===== src/rtl/gate_input_debouncer.sv =====
// Two-channel switch debouncer feeding the logic-gate module's I1/I2 inputs.
// Each raw switch is synchronised with two flops. A new level is then committed
// to the output only after it has held for STABLE_COUNT synchronised cycles.
// The output flop toggles on commit and a one-cycle change pulse is registered.

// Single debounce channel: synchroniser, 1-bit FSM, stability counter.
//
// state   | meaning
// --------+----------------------------------------------------------------
// STABLE  | synchronised input equals committed output, counter held at 0
// PENDING | synchronised input differs from output, counting stable cycles
module gate_input_debouncer_ch #(
  parameter int unsigned STABLE_COUNT = 50000,
  parameter int unsigned CNT_WIDTH    = 16
) (
  input  logic clk,
  input  logic rst_n,
  input  logic sw_raw,
  output logic db,
  output logic chg,
  output logic commit
);

  localparam logic [0:0] STABLE  = 1'b0;
  localparam logic [0:0] PENDING = 1'b1;

  localparam logic [CNT_WIDTH-1:0] CNT_ZERO = '0;
  localparam logic [CNT_WIDTH-1:0] CNT_ONE  = CNT_WIDTH'(1);
  // Terminal count: the cycle on which the pending level has persisted long enough.
  localparam logic [CNT_WIDTH-1:0] CNT_LAST = CNT_WIDTH'(STABLE_COUNT - 1);

  logic                 s1;
  logic                 s2;
  logic [0:0]           state;
  logic [0:0]           state_nxt;
  logic [CNT_WIDTH-1:0] cnt;
  logic [CNT_WIDTH-1:0] cnt_nxt;

  // Two-flop synchroniser; only s2 is allowed to reach the FSM.
  always_ff @(posedge clk or negedge rst_n) begin
    if (!rst_n) begin
      s1 <= 1'b0;
      s2 <= 1'b0;
    end else begin
      s1 <= sw_raw;
      s2 <= s1;
    end
  end

  // Next-state, counter and commit decode.
  always_comb begin
    state_nxt = state;
    cnt_nxt   = cnt;
    commit    = 1'b0;
    case (state)
      STABLE: begin
        cnt_nxt = CNT_ZERO;
        if (s2 != db) begin
          // A one-cycle stability window means the first differing sample commits.
          if (STABLE_COUNT == 1) begin
            commit = 1'b1;
          end else begin
            state_nxt = PENDING;
            cnt_nxt   = CNT_ONE;
          end
        end
      end
      PENDING: begin
        if (s2 == db) begin
          // Bounced back to the committed level: abandon the pending change.
          state_nxt = STABLE;
          cnt_nxt   = CNT_ZERO;
        end else if (cnt == CNT_LAST) begin
          commit    = 1'b1;
          state_nxt = STABLE;
          cnt_nxt   = CNT_ZERO;
        end else begin
          cnt_nxt = cnt + CNT_ONE;
        end
      end
      default: begin
        state_nxt = STABLE;
        cnt_nxt   = CNT_ZERO;
      end
    endcase
  end

  // State, counter, committed level and change pulse registers.
  always_ff @(posedge clk or negedge rst_n) begin
    if (!rst_n) begin
      state <= STABLE;
      cnt   <= CNT_ZERO;
      db    <= 1'b0;
      chg   <= 1'b0;
    end else begin
      state <= state_nxt;
      cnt   <= cnt_nxt;
      chg   <= commit;
      if (commit) begin
        db <= s2;
      end
    end
  end

endmodule

// Top: two independent channels plus the registered combined change pulse.
module gate_input_debouncer #(
  parameter int unsigned STABLE_COUNT = 50000,
  parameter int unsigned CNT_WIDTH    = 16
) (
  input  logic clk,
  input  logic rst_n,
  input  logic sw1_raw,
  input  logic sw2_raw,
  output logic i1_db,
  output logic i2_db,
  output logic i1_chg,
  output logic i2_chg,
  output logic any_chg
);

  logic i1_commit;
  logic i2_commit;

  gate_input_debouncer_ch #(
    .STABLE_COUNT(STABLE_COUNT),
    .CNT_WIDTH   (CNT_WIDTH)
  ) u_ch1 (
    .clk   (clk),
    .rst_n (rst_n),
    .sw_raw(sw1_raw),
    .db    (i1_db),
    .chg   (i1_chg),
    .commit(i1_commit)
  );

  gate_input_debouncer_ch #(
    .STABLE_COUNT(STABLE_COUNT),
    .CNT_WIDTH   (CNT_WIDTH)
  ) u_ch2 (
    .clk   (clk),
    .rst_n (rst_n),
    .sw_raw(sw2_raw),
    .db    (i2_db),
    .chg   (i2_chg),
    .commit(i2_commit)
  );

  // Combined pulse registered on the same edge as the per-channel pulses.
  always_ff @(posedge clk or negedge rst_n) begin
    if (!rst_n) begin
      any_chg <= 1'b0;
    end else begin
      any_chg <= i1_commit | i2_commit;
    end
  end

endmodule


===== config.mk =====
export PLATFORM = sky130hd
export DESIGN_NAME = gate_input_debouncer
export DESIGN_NICKNAME = d
export VERILOG_FILES = /design/src/rtl/gate_input_debouncer.sv
export SDC_FILE = /design/constraint.sdc
export NUM_CORES = 1
export LEC_CHECK = 0
export ABC_AREA = 1
export BUFFER_PORTS_ARGS = -buffer_cell sky130_fd_sc_hd__clkbuf_2
export CORE_MARGIN = 8
export CORE_UTILIZATION = 35
export DETAILED_ROUTE_END_ITERATION = 10
export PLACE_DENSITY = 0.48
export SLEW_MARGIN = 40
export SYNTH_ARGS = -nofsm -noshare
export SYNTH_HDL_FRONTEND = slang
export SYNTH_SLANG_ARGS = --single-unit

===== constraint.sdc =====
create_clock -name clk -period 1.52 [get_ports clk]
set_input_delay 0.152 -clock clk [delete_from_list [all_inputs] [get_ports clk]]
set_output_delay 0.152 -clock clk [all_outputs]
set_load 0.01 [all_outputs]

Word-level counts from Yosys, hierarchy flattened
Index checks and enable logic that the tools add are counted.
{"block": "op_classes", "add_sub_neg": 2, "n_eq_ne": 6, "mux": 22, "n_bitwise": 3}
{"cell": "$mux 16", "count": 4}
{"cell": "$pmux 16 s2", "count": 2}
{"cell": "$add 16x1->16 const B", "count": 2}
{"cell": "$eq 16x16->1 const B", "count": 2}
{"cell": "$mux 1", "count": 14}
{"cell": "$pmux 1 s2", "count": 2}
{"cell": "$eq 1x1->1", "count": 2}
{"cell": "$ne 1x1->1", "count": 2}
{"cell": "$not 1->1", "count": 2}
{"cell": "$or 1x1->1", "count": 1}
{"block": "word_totals", "register_bits": 43}

Longest topological paths before layout
Gate-level depths: netlist of run 1.
{"block": "depth", "word_depth": 5, "mapped_depth": 9, "depth_no_buf": 9}

Hierarchy
Synthesis of run 1 repeated with hierarchy kept, for this count alone.
{"block": "unflattened", "cells_unflattened": 284, "area_unflattened_um2": 2213.4}
{"module": "gate_input_debouncer_ch", "n_inst": 2, "cells_each": 140, "area_per_inst_um2": 1088.5, "seq_area_each_um2": 525.5}
{"module": "gate_input_debouncer", "n_inst": 1, "cells_each": 4, "area_per_inst_um2": 36.3, "seq_area_each_um2": 25.0}

Worst setup path after synthesis of run 1
OpenSTA, ideal clock, no wires.
{"block": "synth_timing", "path_type": "reg2reg", "startpoint": "register u_ch1.cnt[0]", "endpoint": "register u_ch1.cnt[7]", "setup_time_ns": 0.126, "t_arrival_ns": 1.191, "required_ns": 1.394, "setup_slack_ns": 0.202, "stages_incl_launch_ff": 10, "path_cell_list": "dfrtp_1 > ha_1 > nand2_2 > inv_4 > nand2_4 > nor2_4 > nand2_4 > nand2_4 > buf_12 > nor3_2"}
{"block": "synth_via", "elab_chain_len": 4, "word_cells_on_any_way": 5, "classes_between": "1 x add/sub; 1 x eq/ne; 3 x mux"}
{"item": "start: declaration", "line": "36", "rtl": "logic [CNT_WIDTH-1:0] cnt;"}
{"item": "start signal: assignment", "line": "97", "rtl": "cnt <= cnt_nxt;"}
{"item": "$add 16x1->16 / $eq 16x16->1 (equally long branches)", "line": "78, 73"}
{"item": "$mux 16 *", "line": "73", "rtl": "end else if (cnt == CNT_LAST) begin"}
{"item": "$mux 16 *", "line": "69", "rtl": "if (s2 == db) begin"}
{"item": "$pmux 16 s2 *", "line": "55", "rtl": "case (state)"}
{"item": "named net u_ch1.cnt_nxt[7]", "line": "37", "rtl": "logic [CNT_WIDTH-1:0] cnt_nxt;"}
The timed path passes the listed nets; every way through them passes the cells marked *.
A chain may end at the register's enable or synchronous reset.

Worst setup path after layout of run 1
{"block": "layout_timing", "startpoint": "register u_ch1.cnt[0]", "endpoint": "register u_ch1.cnt[0]"}
Same word-level chain as after synthesis.

==> metrics, run 1 <==
Pwr Total=0.00240 W; Req. time, crit path=1690 ps; net count reported at finish=307; Internal=0.00188 W; Largest regs=u_ch1.cnt: 16 flops, u_ch2.cnt: 16 flops; Worst path most repeated cell=nand2_4; Clock Tree Root=clkbuf_8; pwr/cell area=904 nW/um^2; RSZ-0062 raised after global routing=false; H-Tree Depth=2; initial antenna violation count=0; Final Slew Violations=0; Setup WS post-layout=90.7 ps; first-pass GRT wire length=8.30 mm; all-layer global routing usage=10.5%; WP data arrival=1600 ps; Initial Util=36.4%; Placement Rows=29; Area growth syn-to-layout=14.2%; worst r2r src=u_ch1.cnt[0]; DR vias/cell=4.70; status=complete, no violations; most frequent cells in the layout=50 x nand2_1, 49 x nor2_1, 43 x dfrtp_1; DRC=0; antenna cells=0; Final Cycle Share=94.0%; Async SR Flop Fraction=100%; fmax=0.700 GHz; CTS tree=yes; Hold WC Path Type=reg -> reg; clock sink count=43; GPL Wtd Cong=0.813; Placed Instances=368; CP max stage delay=390 ps; Post-DRT Antenna Nets=0; R2R cell count=8; layout cells sized above 1=20.5%; WHS Endpoint=u_ch1.s2; Max rail drop VDD=0.000401 V; Final Hold Viols=0; gr ovfl total=0; DR vias=1,782; share of the synthesized area in the top cell type=46.3%; syn nets=287; worst slew pin tran=564 ps; Gate power share=6.6%; yosys warns=0; max_cap viols=0; EDFF count, synth=0; Main synth FF type=dfrtp_1; Max FO, Critical Path=11; HPWL Detailed=3.61 mm; DIE AREA=9510 sq um; Place WS=38.7 ps; Mean Syn Cell Area=8.27 sq um; CP Class=reg -> reg; Critical Path Slowest Stage Cell=dfrtp_1; setup TNS after final layout=0 ps; worst reg2reg setup slack=90 ps; Worst Setup SP=u_ch1.cnt[0]; Cells after Synth=281; Net Sw Power=0.000520 W; port bufs=8; Non-Filler Instances=379; cells along the critical path=ha_1, nand2_2, inv_4, nand2_4, nor2_4, nand2_4, nand2_8, o21ai_0; Area contributors post-synth=dfrtp_1 46%, nand2_1 8.1%, nor2_1 7.9%, nand3_1 6.7%, inv_1 5.5%; Crit Reg-Reg Endpoint=u_ch1.cnt[0]; Routed WL per cell=12.5 microns; Rel. slew slack=62.4%; DRT Pass-1 Iters=4; vias in the first global route=1,773; Top Family by Delay on Critical Path=simple AND/OR/NAND/NOR gates; Top Ports=9; Cell variety after synth=27; core box area=6390 sq um; Setup violations, final=0; Die Height=97.5 microns; Worst-path clk slew=80 ps; Leak Pwr=1.22 nW; Post-Route WL=4.75 mm; drt initial violations=65; number of CTS-inserted buffers=5; Sw Ratio=21.7%; FF+latch count, synth=43; worst skew pair latency=290 ps; fin crit period=1430 ps; Startpoint Class=flop; hold path start=u_ch1.s1; CTS Buffer Depth=2; Netlist Area Pre-Place=2320 sq um; crit end category=flop; buffer and inverter count on the worst path=1; area leader, netlist=dfrtp_1; largest net degree at the start of global routing=22; clock power share=44.0%; commonest non-fill, non-tap cell in the layout=nand2_1; skew final=5.46 ps; hold depth=0; post-CTS setup buffer count=0; Sequential Power Share=49.4%; sequential area share after synthesis=46.3%; chip width=97.5 microns
[kinds of logic after synthesis]
logic type | after synthesis | share of synthesized area, %
AND/OR/NAND/NOR | 177 | 39.5
AO/OA/AOI/OAI | 13 | 3.28
flip-flops | 43 | 46.3
buffers and inverters | 40 | 7.59
XOR/XNOR | 6 | 2.26
adder cells (fa/ha/maj) | 2 | 1.08
[area by class of cell]
cell class / instances / area, sq um
flip-flops and latches: 43 / 1080
fillers: 640 / 3730
repair buffers: 15 / 113
clock inverters: 2 / 60.1
well taps: 77 / 96.3
clock buffers: 6 / 72.6
multi-input cells: 198 / 1090
inverters: 38 / 145
[cell usage after synthesis, types with 3 or more instances]
master	instances
inv_1	34
xor2_1	4
nor2_2	9
nor3_1	4
nand2_2	5
nor3_2	8
nor2_4	7
nand3_1	31
inv_2	3
nand4_1	4
nand2_4	5
nor2_1	49
a21oi_1	5
nand2_1	50
dfrtp_1	43
o21bai_1	4
nand3_2	3
[power groups by stage]
stage	registers [W]	logic, W	clock network, W
CTS	0.00118	0.000157	0.00109
floorplan	0.00121	0.000112	0
finish	0.00118	0.000159	0.00106
global route	0.00119	0.000180	0.00113
global placement	0.00121	0.000151	0
detailed placement	0.00121	0.000150	0
[per-layer routing]
| metal | global-route usage [%] | wire length, microns | vias to the layer above |
|---|---|---|---|
| li1 | - | - | 923 |
| met2 | 18.1 | 2350 | 25 |
| met4 | 4.20 | 71 | 0 |
| met3 | 2.13 | 93 | 8 |
| met5 | 0 | 0 | - |
| met1 | 12.3 | 2230 | 826 |
[how the worst max path moves through the flow]
stage | slack, ps | depth (start not counted) | end
finish | 90 | 8 | u_ch1.cnt[0]
global route | 20 | 8 | u_ch1.cnt[0]
CTS | 20 | 8 | u_ch2.cnt[0]
detailed placement | 40 | 8 | u_ch2.cnt[0]
global placement | 60 | 8 | u_ch2.cnt[0]
floorplan | 200 | 9 | u_ch1.cnt[7]
[metrics by stage]
stage	utilization, %	cell area (sq um)	hold slack [ps]
after floorplan	-	2320	-144
after global placement	38.7	2470	171
after detailed placement	38.7	2470	172
after CTS	41.3	2640	355
after global routing	41.6	2650	371
final	41.6	2650	351
[repair_timing]
action	in CTS	in global routing
endpoints found under the setup margin	0	13
hold endpoints to repair	21	0
hold buffers	3	0
resized for setup	0	3
No activity file was read; power rests on OpenSTA's default activity.
==> run 2: changes to the inputs <==
--- a/config.mk
+++ b/config.mk
@@ -10,6 +10,7 @@
 export CORE_MARGIN = 8
 export CORE_UTILIZATION = 35
 export DETAILED_ROUTE_END_ITERATION = 10
+export GPL_TIMING_DRIVEN = 0
 export PLACE_DENSITY = 0.48
 export SLEW_MARGIN = 40
 export SYNTH_ARGS = -nofsm -noshare
==> metrics, run 2 (synthesis results as in run 1) <==
pwr/cell area=856 nW/um^2; Worst path depth=9; Final Cycle Share=93.9%; largest net degree at the start of global routing=44; Placed Instances=366; Critical Path Slowest Stage Cell=dfrtp_1; HPWL Detailed=3.40 mm; Final Hold Viols=0; Pwr Total=0.00224 W; setup TNS after final layout=0 ps; Largest regs=u_ch1.cnt: 16 flops, u_ch2.cnt: 16 flops; DRC=0; Reg area=1080 sq um; all-layer global routing usage=10.2%; cells along the critical path=ha_1, nand2_2, inv_4, nand2_4, nor2_4, nand2_4, nand2_4, buf_12, nor3_2; Leak Pwr=1.20 nW; worst setup path endpoint=u_ch1.cnt[2]; Crit Reg-Reg Endpoint=u_ch1.cnt[2]; CTS Buffer Depth=2; worst reg2reg setup slack=90 ps; antenna cells=0; commonest non-fill, non-tap cell in the layout=nand2_1; Post-DRT Antenna Nets=0; DR vias/cell=4.75; Worst-path clk slew=80 ps; max_cap viols=0; CP max stage delay=410 ps; initial antenna violation count=0; area of the multi-input gates=1070 sq um; worst r2r src=u_ch1.cnt[0]; crit end category=flop; status=complete, no violations; skew final=7.01 ps; Startpoint Class=flop; most frequent cells in the layout=50 x nand2_1, 49 x nor2_1, 43 x dfrtp_1; Top Family by Delay on Critical Path=simple AND/OR/NAND/NOR gates; Worst Setup SP=u_ch1.cnt[0]; WP data arrival=1640 ps; final hold slack=349 ps; Hold WC Path Type=reg -> reg; buffer and inverter count on the worst path=2; CP Class=reg -> reg; worst slew pin tran=600 ps; DRT Pass-1 Iters=4; core box area=6390 sq um; DIE AREA=9510 sq um; R2R cell count=9; gr ovfl total=0; vias in the first global route=1,790; net count reported at finish=307; port bufs=8; Area growth syn-to-layout=12.6%; clock sink count=43; Placement Rows=29; GPL Wtd Cong=0.839; fmax=0.701 GHz; Worst path most repeated cell=nand2_4; Top Ports=9; number of CTS-inserted buffers=5; Max FO, Critical Path=10; Routed WL per cell=12.2 microns; chip width=97.5 microns; H-Tree Depth=2; Final Slew Violations=0; Post-Route WL=4.63 mm; Rel. slew slack=60.0%; fin crit period=1430 ps; DR vias=1,797; CTS tree=yes; Filler Cell Count=663; first-pass GRT wire length=8.18 mm; Non-Filler Instances=378; layout cells sized above 1=20.3%; Initial Util=36.4%; worst skew pair latency=290 ps; Die Height=97.5 microns; Req. time, crit path=1730 ps; Clock Tree Root=clkbuf_8; Setup violations, final=0; RSZ-0062 raised after global routing=false; Max rail drop VDD=0.000423 V; drt initial violations=35
run 2: cell types whose count changed in the layout (fill, tap and decap cells not counted):
cell       change
buf_4          -1
buf_8          +1
bufinv_16      -1
clkbuf_2       -1
clkbuf_4       +1
ha_1           -1
ha_2           +1
nand2_2        +1
nand2_8        -1
nand3_1        +1
nand3_2        -1
run 2: routing by layer:
metal / share of wire (%) / routed length [microns] / track usage [%]
met2: 51 / 2360 / 17.8
met3: 2.3 / 107 / 2.13
met1: 45 / 2100 / 12.1
met4: 1.4 / 66 / 3.50
met5: 0 / 0 / 0
run 2: worst register-to-register path: stages, from the launching register on:
cell and delay (ps):
dfrtp_1 410, ha_1 230, nand2_2 120, inv_4 60, nand2_4 70, nor2_4 50, nand2_4 110, nand2_4 60
buf_12 150, nor3_2 110
run 2: power breakdown:
part / internal, W / switching, W / total (W)
Sequential: 0.00117 / 0.0000150 / 0.00118
Combinational: 0.0000696 / 0.000107 / 0.000177
Clock: 0.000482 / 0.000396 / 0.000879
Total: 0.00172 / 0.000518 / 0.00224
run 2: per-stage QoR:
stage | utilization [%] | worst slack, ps | cell area [sq um]
after floorplan | - | 202 | 2320
after global placement | 38.5 | 81.6 | 2460
after detailed placement | 38.6 | 70.1 | 2460
after CTS | 40.7 | 53.2 | 2600
after global routing | 41.0 | 0.224 | 2620
final | 41.0 | 93.0 | 2620
run 2: worst min-delay path by stage:
stage | startpoint | end | slack, ps | cells after the start
6_report | u_ch2.s1 | u_ch2.s2 | 350 | 0
5_1_grt | u_ch2.s1 | u_ch2.s2 | 360 | 0
4_1_cts | u_ch2.s1 | u_ch2.s2 | 350 | 0
3_5_place_dp | rst_n | u_ch2.cnt[1] | 230 | 1
3_3_place_gp | sw1_raw | u_ch1.s1 | 260 | 1
2_1_floorplan | rst_n | any_chg | -140 | 0
run 2: layout make-up:
class                           count  share of cell area [%]
Inverter                           38                    5.54
Multi-Input combinational cell    198                    41.1
Buffer                              2                    1.34
Sequential cell                    43                    41.1
Tap cell                           77                    3.68
Clock buffer                        6                    2.77
Clock inverter                      1                    1.15
Timing Repair Buffer               13                    3.35
run 2: repair_timing:
item	in CTS	in global routing
gates resized for setup	0	2
setup endpoints to repair	0	14
setup buffers	0	2
hold endpoints to repair	45	0
hold buffers	3	0
==> run 3: changes to the inputs <==
--- a/config.mk
+++ b/config.mk
@@ -7,11 +7,13 @@
 export LEC_CHECK = 0
 export ABC_AREA = 1
 export BUFFER_PORTS_ARGS = -buffer_cell sky130_fd_sc_hd__clkbuf_2
+export CELL_PAD_IN_SITES_DETAIL_PLACEMENT = 1
+export CELL_PAD_IN_SITES_GLOBAL_PLACEMENT = 1
 export CORE_MARGIN = 8
 export CORE_UTILIZATION = 35
 export DETAILED_ROUTE_END_ITERATION = 10
 export GPL_TIMING_DRIVEN = 0
-export PLACE_DENSITY = 0.48
+export PLACE_DENSITY = 0.6
 export SLEW_MARGIN = 40
 export SYNTH_ARGS = -nofsm -noshare
 export SYNTH_HDL_FRONTEND = slang
==> metrics, run 3 (synthesis results as in run 1) <==
status=complete, no violations; post-route cell area=2670 sq um; Pwr Total=0.00234 W; Final Hold Viols=0; all-layer global routing usage=11.3%; Placement Rows=29; antenna cells=0; Max rail drop VDD=0.000427 V; Place WS=11.6 ps; gr ovfl total=0; pwr/cell area=875 nW/um^2; hold depth=0; max_cap viols=0; CTS Buffer Depth=2; clock sink count=43; CTS tree=yes; Top Ports=9; Rel. slew slack=60.3%; DIE AREA=9510 sq um; R2R cell count=9; Filler Cell Count=766; Critical Path Slowest Stage Cell=dfrtp_1; Largest regs=u_ch1.cnt: 16 flops, u_ch2.cnt: 16 flops; H-Tree Depth=2; initial antenna violation count=0; clock power share=41.2%; worst reg2reg setup slack=70 ps; Gate power share=8.1%; fin crit period=1450 ps; CP max stage delay=400 ps; WP data arrival=1640 ps; Hold WC Path Type=reg -> reg; Sequential Power Share=50.7%; drt initial violations=53; Crit Reg-Reg Endpoint=u_ch2.cnt[5]; cells along the critical path=ha_2, nand2_2, inv_2, nand2_2, nor2_4, nand2_4, nand2_4, clkbuf_16, nor3_2; net count reported at finish=309; Placement Cell Area=2460 sq um; Max FO, Critical Path=5; Reg area=1080 sq um; Setup violations, final=0; CP Class=reg -> reg; largest net degree at the start of global routing=44; number of CTS-inserted buffers=5; Leak Pwr=1.23 nW; most frequent cells in the layout=50 x nand2_1, 49 x nor2_1, 43 x dfrtp_1; Setup WS post-layout=68.5 ps; Internal=0.00179 W; GPL Wtd Cong=0.737; Startpoint Class=flop; Initial Util=36.4%; commonest non-fill, non-tap cell in the layout=nand2_1; fmax=0.689 GHz; worst slew pin tran=595 ps; worst r2r src=u_ch2.cnt[0]; DR vias=1,811; Top Family by Delay on Critical Path=simple AND/OR/NAND/NOR gates; Die Height=97.5 microns; Clock Tree Root=clkbuf_8; port bufs=8; final hold slack=358 ps; crit end category=flop; area of the multi-input gates=1080 sq um; Area growth syn-to-layout=15.0%; skew final=12.6 ps; DRC=0; RSZ-0062 raised after global routing=false; Post-Route WL=5.14 mm; Worst Setup SP=u_ch2.cnt[0]; first-pass GRT wire length=8.87 mm; Final Cycle Share=95.5%; Worst-path clk slew=90 ps; Worst path depth=9; layout cells sized above 1=21.4%; DR vias/cell=4.75; Final Slew Violations=0; buffer and inverter count on the worst path=2; worst setup path endpoint=u_ch2.cnt[5]; DRT Pass-1 Iters=4; hold path start=u_ch1.s1; core box area=6390 sq um; vias in the first global route=1,962; setup TNS after final layout=0 ps; worst skew pair latency=300 ps; Post-DRT Antenna Nets=0; Req. time, crit path=1700 ps; HPWL Detailed=3.81 mm; Sw Ratio=23.6%; Routed WL per cell=13.5 microns; Net Sw Power=0.000552 W; chip width=97.5 microns
[run 3: cell count changes in the layout (fill, tap and decap cells not counted), sizes merged]
| cell | previous run | this run |
|---|---|---|
| inv | 38 | 39 |
| clkbuf | 14 | 15 |
| buf | 4 | 5 |
[run 3: worst register-to-register path, cell delays in order (launching register included)]
cell,delay [ps]
dfrtp_1,400
ha_2,210
nand2_2,90
inv_2,80
nand2_2,70
nor2_4,120
nand2_4,90
nand2_4,100
clkbuf_16,150
nor3_2,40
[run 3: metrics by stage]
| step | cells | util (%) |
|---|---|---|
| 3_3_place_gp | 366 | 38.5 |
| 5_1_grt | 381 | 41.9 |
| 2_1_floorplan | 281 | - |
| 4_1_cts | 377 | 41.0 |
| 6_report | 381 | 41.9 |
| 3_5_place_dp | 366 | 38.6 |
[run 3: layout make-up]
class	instances	share of cell area, %
clock buffer	6	3.09
timing repair buffer	15	4.49
multi-input combinational	198	40.4
inverter	38	5.43
clock inverter	2	1.45
buffer	2	1.31
sequential	43	40.2
tap	77	3.60
[run 3: power groups by stage]
stage,Combinational (W),Sequential [W],Clock (W)
6_report,0.000191,0.00119,0.000963
5_1_grt,0.000215,0.00119,0.00104
4_1_cts,0.000175,0.00119,0.00100
3_5_place_dp,0.000166,0.00121,0
3_3_place_gp,0.000161,0.00121,0
2_1_floorplan,0.000112,0.00121,0
[run 3: repair_timing]
action | in CTS | in global routing
setup buffers | 0 | 3
resized for setup | 2 | 1
pin swaps | 0 | 3
endpoints found under the setup margin | 1 | 21
endpoints found under the hold margin | 45 | 0
cloned | 0 | 1
hold buffers | 3 | 0
[run 3: worst min-delay path by stage]
stage	endpoint	slack [ps]
finish	u_ch1.s2	360
global route	u_ch1.s2	370
CTS	u_ch1.s2	360
detailed placement	u_ch2.state	240
global placement	u_ch1.s1	260
floorplan	any_chg	-140
[run 3: routing by layer]
metal  vias to the layer above  part of all wire [%]  track usage [%]  wire length [microns]
li1                        926                     -                -                      -
met1                       872                    45             12.5                   2300
met2                         6                    53             20.9                   2710
met3                         7                   1.3             2.35                     67
met4                         0                   1.4             3.50                     73
met5                         -                     0                0                      0
